[src/rtl/pulse_train_gen.sv]
// Multi-channel pulse-train generator: emits a burst of fixed-width pulses on the
// masked channels with a programmable period and pulse count.
module pulse_train_gen #(
    parameter int unsigned CH    = 32,
    parameter int unsigned CNT_W = 22,
    parameter int unsigned NUM_W = 16
) (
    input  logic             i_clk,
    input  logic             i_rst_n,
    input  logic             i_start,
    input  logic             i_abort,
    input  logic [CH-1:0]    i_chan_mask,
    input  logic [CNT_W-1:0] i_pulse_width,
    input  logic [CNT_W-1:0] i_pulse_period,
    input  logic [NUM_W-1:0] i_pulse_count,
    output logic [CH-1:0]    o_pulse_out,
    output logic             o_busy,
    output logic             o_done
);

    typedef enum logic [1:0] {StIdle, StHigh, StLow, StDone} state_e;

    state_e           r_state;
    logic [CH-1:0]    r_mask;
    logic [CH-1:0]    r_pulse_out;
    logic [CNT_W-1:0] r_width;
    logic [CNT_W-1:0] r_low_len;
    logic [CNT_W-1:0] r_phase_cnt;
    logic [NUM_W-1:0] r_remain;
    logic             r_busy;
    logic             r_done;

    logic [CNT_W:0]   w_low_diff;
    logic [CNT_W-1:0] w_low_len;
    logic             w_cfg_empty;
    logic             w_last_tick;

    // One extra bit: a borrow or a zero result both mean period <= width.
    assign w_low_diff  = {1'b0, i_pulse_period} - {1'b0, i_pulse_width};
    assign w_low_len   = (w_low_diff[CNT_W] || (w_low_diff == '0)) ?
                         CNT_W'(1) : w_low_diff[CNT_W-1:0];
    assign w_cfg_empty = (i_pulse_width == '0) || (i_pulse_count == '0);
    assign w_last_tick = (r_phase_cnt == CNT_W'(1));

    always_ff @(posedge i_clk) begin
        if (!i_rst_n) begin
            r_state     <= StIdle;
            r_mask      <= '0;
            r_pulse_out <= '0;
            r_width     <= '0;
            r_low_len   <= '0;
            r_phase_cnt <= '0;
            r_remain    <= '0;
            r_busy      <= 1'b0;
            r_done      <= 1'b0;
        end else if (i_abort && (r_state != StIdle)) begin
            r_state     <= StIdle;
            r_pulse_out <= '0;
            r_phase_cnt <= '0;
            r_remain    <= '0;
            r_busy      <= 1'b0;
            r_done      <= 1'b0;
        end else begin
            unique case (r_state)
                StIdle: begin
                    r_done <= 1'b0;
                    if (i_start && !i_abort) begin
                        r_mask    <= i_chan_mask;
                        r_width   <= i_pulse_width;
                        r_low_len <= w_low_len;
                        r_busy    <= 1'b1;
                        if (w_cfg_empty) begin
                            r_state     <= StDone;
                            r_done      <= 1'b1;
                            r_pulse_out <= '0;
                            r_phase_cnt <= '0;
                            r_remain    <= '0;
                        end else begin
                            r_state     <= StHigh;
                            r_pulse_out <= i_chan_mask;
                            r_phase_cnt <= i_pulse_width;
                            r_remain    <= i_pulse_count;
                        end
                    end
                end
                StHigh: begin
                    if (w_last_tick) begin
                        r_pulse_out <= '0;
                        r_remain    <= r_remain - NUM_W'(1);
                        if (r_remain == NUM_W'(1)) begin
                            // Final pulse: no trailing low phase.
                            r_state     <= StDone;
                            r_done      <= 1'b1;
                            r_phase_cnt <= '0;
                        end else begin
                            r_state     <= StLow;
                            r_phase_cnt <= r_low_len;
                        end
                    end else begin
                        r_phase_cnt <= r_phase_cnt - CNT_W'(1);
                    end
                end
                StLow: begin
                    if (w_last_tick) begin
                        r_state     <= StHigh;
                        r_pulse_out <= r_mask;
                        r_phase_cnt <= r_width;
                    end else begin
                        r_phase_cnt <= r_phase_cnt - CNT_W'(1);
                    end
                end
                StDone: begin
                    r_state <= StIdle;
                    r_busy  <= 1'b0;
                    r_done  <= 1'b0;
                end
                default: begin
                    r_state     <= StIdle;
                    r_pulse_out <= '0;
                    r_busy      <= 1'b0;
                    r_done      <= 1'b0;
                end
            endcase
        end
    end

    assign o_pulse_out = r_pulse_out;
    assign o_busy      = r_busy;
    assign o_done      = r_done;

endmodule

[config.mk]
export PLATFORM = sky130hd
export DESIGN_NAME = pulse_train_gen
export DESIGN_NICKNAME = d
export VERILOG_FILES = /design/src/rtl/pulse_train_gen.sv
export SDC_FILE = /design/constraint.sdc
export NUM_CORES = 1
export LEC_CHECK = 0
export ABC_AREA = 1
export CAP_MARGIN = 20
export CORE_MARGIN = 1
export CORE_UTILIZATION = 60
export CTS_BUF_LIST = sky130_fd_sc_hd__clkbuf_8
export CTS_CLUSTER_SIZE = 28
export DETAILED_ROUTE_END_ITERATION = 10
export DONT_BUFFER_PORTS = 1
export PLACE_DENSITY = 0.76
export SYNTH_ARGS = -nofsm -noshare
export SYNTH_HDL_FRONTEND = slang
export SYNTH_SLANG_ARGS = --single-unit
[constraint.sdc]
create_clock -name i_clk -period 3.4 [get_ports i_clk]
set_input_delay 0.68 -clock i_clk [delete_from_list [all_inputs] [get_ports i_clk]]
set_output_delay 0.68 -clock i_clk [all_outputs]
set_load 0.02 [all_outputs]
==> qor.yml <==
outcome:
  outcome: "finished clean"
cells_and_area:
  multiInputGateArea_sq_um: 5141
  finish.net_count: 1500
  syn_to_final_growth_pct: 5.642
  utilization: 0.6512
  nFillCells: 1395
  layout-drive-gt1-share: 0.04834
  regArea_sq_um: 3003
  fin_cells: 1570
  num_antenna_cells: 0
routing:
  firstDrtPassIters: 7
  via_per_inst: 5.769
  vias: 9057
  antenna_left: 0
  wl_per_cell_microns: 15.41
  drc: 0
  drtIter0Drc: 832
  drt_wl_total_microns: 24190
worst_setup_path:
  cp_max_fo: 20
  startpoint_type: "flip-flop"
  cp.arrival_ns: 3.01
  required_ns: 3.78
  cp_cell_sequence: "inv_1 > ha_1 > inv_1 > nor2_4 > inv_2 > o21ai_0 > nand2_1 > inv_1 > o211ai_1 > a21oi_1"
  cp_slowest_cell: "inv_1"
  cpLargestDelayFamily: "buffers and inverters"
  cp-endpoint: "r_remain[12]"
  r2r_slack_ns: 0.78
  cpMostUsedCell: "inv_1"
  end_kind: "flip-flop"
  path_depth: 10
  r2r-start: "r_state[0]"
  path_buf_inv: 4
  critPathMaxStageDelay_ns: 0.52
  critPathLaunch: "r_state[0]"
  timing.rr.end: "r_remain[12]"
  worst-r2r-cell-count: 10
  crit_type: "flip-flop to flip-flop"
clock_network:
  cts_resized: 0
  path_clk_slew_ns: 0.10
  clock_latency_ns: 0.47
  clock-sinks: 150
  post_cts_buffers: 0
  cts_tree: "built"
  cts_root_buf: "clkbuf_8"
  numCtsBuffers: 17
  htree_levels: 4
  holdBufCountCts: 0
  cts.path.max_buffers: 2
floorplanning:
  core_sq_um: 14530
  die_y_microns: 124.2
  dieArea_sq_um: 15420
  ioPinCount: 130
  fp-row-count: 44
  initial_core_util: 0.6164
  dieWidth_microns: 124.2
run:
  drv_cap: 0
sta:
  skew_ns: 0.01716
  slew_headroom: 0.4709
  setup_viol: 0
  period_share: 0.7713
  max_freq_mhz: 381.3
  finalHoldViolCount: 0
  setup-tns-final_ns: 0
  tightest_slew_ns: 0.7937
  rsz0062_at_grt: "false"
  slew_violations: 0
  timing.final.crit_period_ns: 2.622
yosys:
  syn_inst: 1410
  synth-warning-count: 0
  synth_ff_type: "dfxtp_1"
  synthMuxAreaShare: 0
  ys_top_cells_by_area: "dfxtp_1 (34%), nand2_1 (15%), o21ai_0 (7.2%)"
  synth_top_family_by_area: "simple AND/OR/NAND/NOR gates"
  synthTopCellsByCount: "nand2_1 (350), nor2_1 (162), dfxtp_1 (150)"
  synth_fp_nets: 1537
  synth_top_area_cell: "dfxtp_1"
  yosysSeqAreaShare: 0.3352
  synth_compound_area_frac: 0.1973
  synth-xor-area-share: 0.01760
  synthMostInstantiatedCell: "nand2_1"
  synth_top_cell_area_share: 0.3352
  synth.avg_cell_area_sq_um: 6.354
  ys_seq_elements: 150
  synthArstFlopShare: 0
  synth_cell_types: 40
  synth_area_sq_um: 8959
  synth_edf_count: 0
  yosys.area_share.adder: 0.04413
  synth-simple-area-share: 0.3119
placement:
  portBuffers: 0
  dp_cells: 1538
  dp_hpwl_microns: 17300
  gp_congestion: 0.9467
power_and_ir_drop:
  p_per_area_nw_per_um2: 869.5
  leakage_nw: 4.342
  fin_total_pwr_mw: 8.229
  ir_worst_vdd_mv: 0.5424
grt:
  grt_max_degree: 76
  grt_pass1_wl_microns: 38100
  antenna_found_initial: 0
  globalRouteOverflowTotal: 0
  grt_pass1_vias: 7892
  track_usage: 0.3157
hold_path:
  min_path_type: "input port to flip-flop"
## registers in the layout (all words and copies together), names as in the netlist
register     count
o_busy           1
o_done           1
o_pulse_out     32
r_low_len       22
r_mask          32
r_phase_cnt     22
r_remain        16
r_state          2
r_width         22
## layout by cell type, fill, tap and decap left out, drive strengths merged
master	instances
a211oi	1
a21boi	1
a21oi	91
a221oi	1
a31o	1
a31oi	65
buf	15
bufinv	2
clkbuf	17
clkinv	5
clkinvlp	1
dfxtp	150
fa	1
ha	30
inv	150
nand2	351
nand3	102
nand3b	5
nand4	17
nor2	167
nor3	19
nor4	6
o211ai	6
o21ai	157
o21bai	2
o31ai	2
o41ai	1
or2	2
xnor2	7
xor2	11
## report_power, final
part / internal [mW] / leakage (nW) / switching [mW]
Combinational: 1.30 / 2.90 / 2.63
Sequential: 2.24 / 1.23 / 0.590
Clock: 0.687 / 0.212 / 0.788
Total: 4.22 / 4.34 / 4.01
## worst min path at each step
| stage | slack [ns] | depth (start not counted) | end | from |
|---|---|---|---|---|
| after floorplan | 0.45 | 2 | r_low_len[10] | r_low_len[10] |
| after global placement | 0.45 | 2 | r_low_len[11] | r_low_len[11] |
| after detailed placement | 0.46 | 2 | r_low_len[16] | r_low_len[16] |
| after CTS | 0.32 | 2 | r_mask[1] | i_rst_n |
| after global routing | 0.32 | 2 | r_mask[8] | i_chan_mask[8] |
| final | 0.34 | 2 | r_mask[8] | i_chan_mask[8] |
## layout make-up
| type | instances | area share |
|---|---|---|
| Multi-Input combinational cell | 1046 | 0.5432 |
| Sequential cell | 150 | 0.3173 |
| Inverter | 143 | 0.05672 |
| Clock buffer | 17 | 0.02472 |
| Tap cell | 184 | 0.02433 |
| Clock inverter | 15 | 0.01917 |
| Timing Repair Buffer | 15 | 0.01454 |
## stage by stage
stage	setup slack [ns]	hold slack, ns	instance area [sq um]
global route	0.5012	0.3159	9464
detailed placement	0.3969	0.4570	9049
floorplan	0.8165	0.4454	8959
global placement	0.4762	0.4549	9049
CTS	0.7763	0.3235	9464
finish	0.7775	0.3398	9464
## cell families after synthesis
group	count (synthesis)
AND/OR/NAND/NOR	669
AO/OA/AOI/OAI	328
buffers and inverters	214
flip-flops	150
adder cells (fa/ha/maj)	31
XOR/XNOR	18
## per-layer routing
| metal | track usage | routed length, microns | part of all wire |
|---|---|---|---|
| met5 | 0 | 0 | 0 |
| met4 | 0.07217 | 296 | 0.012 |
| met3 | 0.08059 | 2176 | 0.090 |
| met2 | 0.4744 | 10300 | 0.43 |
| met1 | 0.4502 | 11420 | 0.47 |
Power figures use the tool's default switching activity.
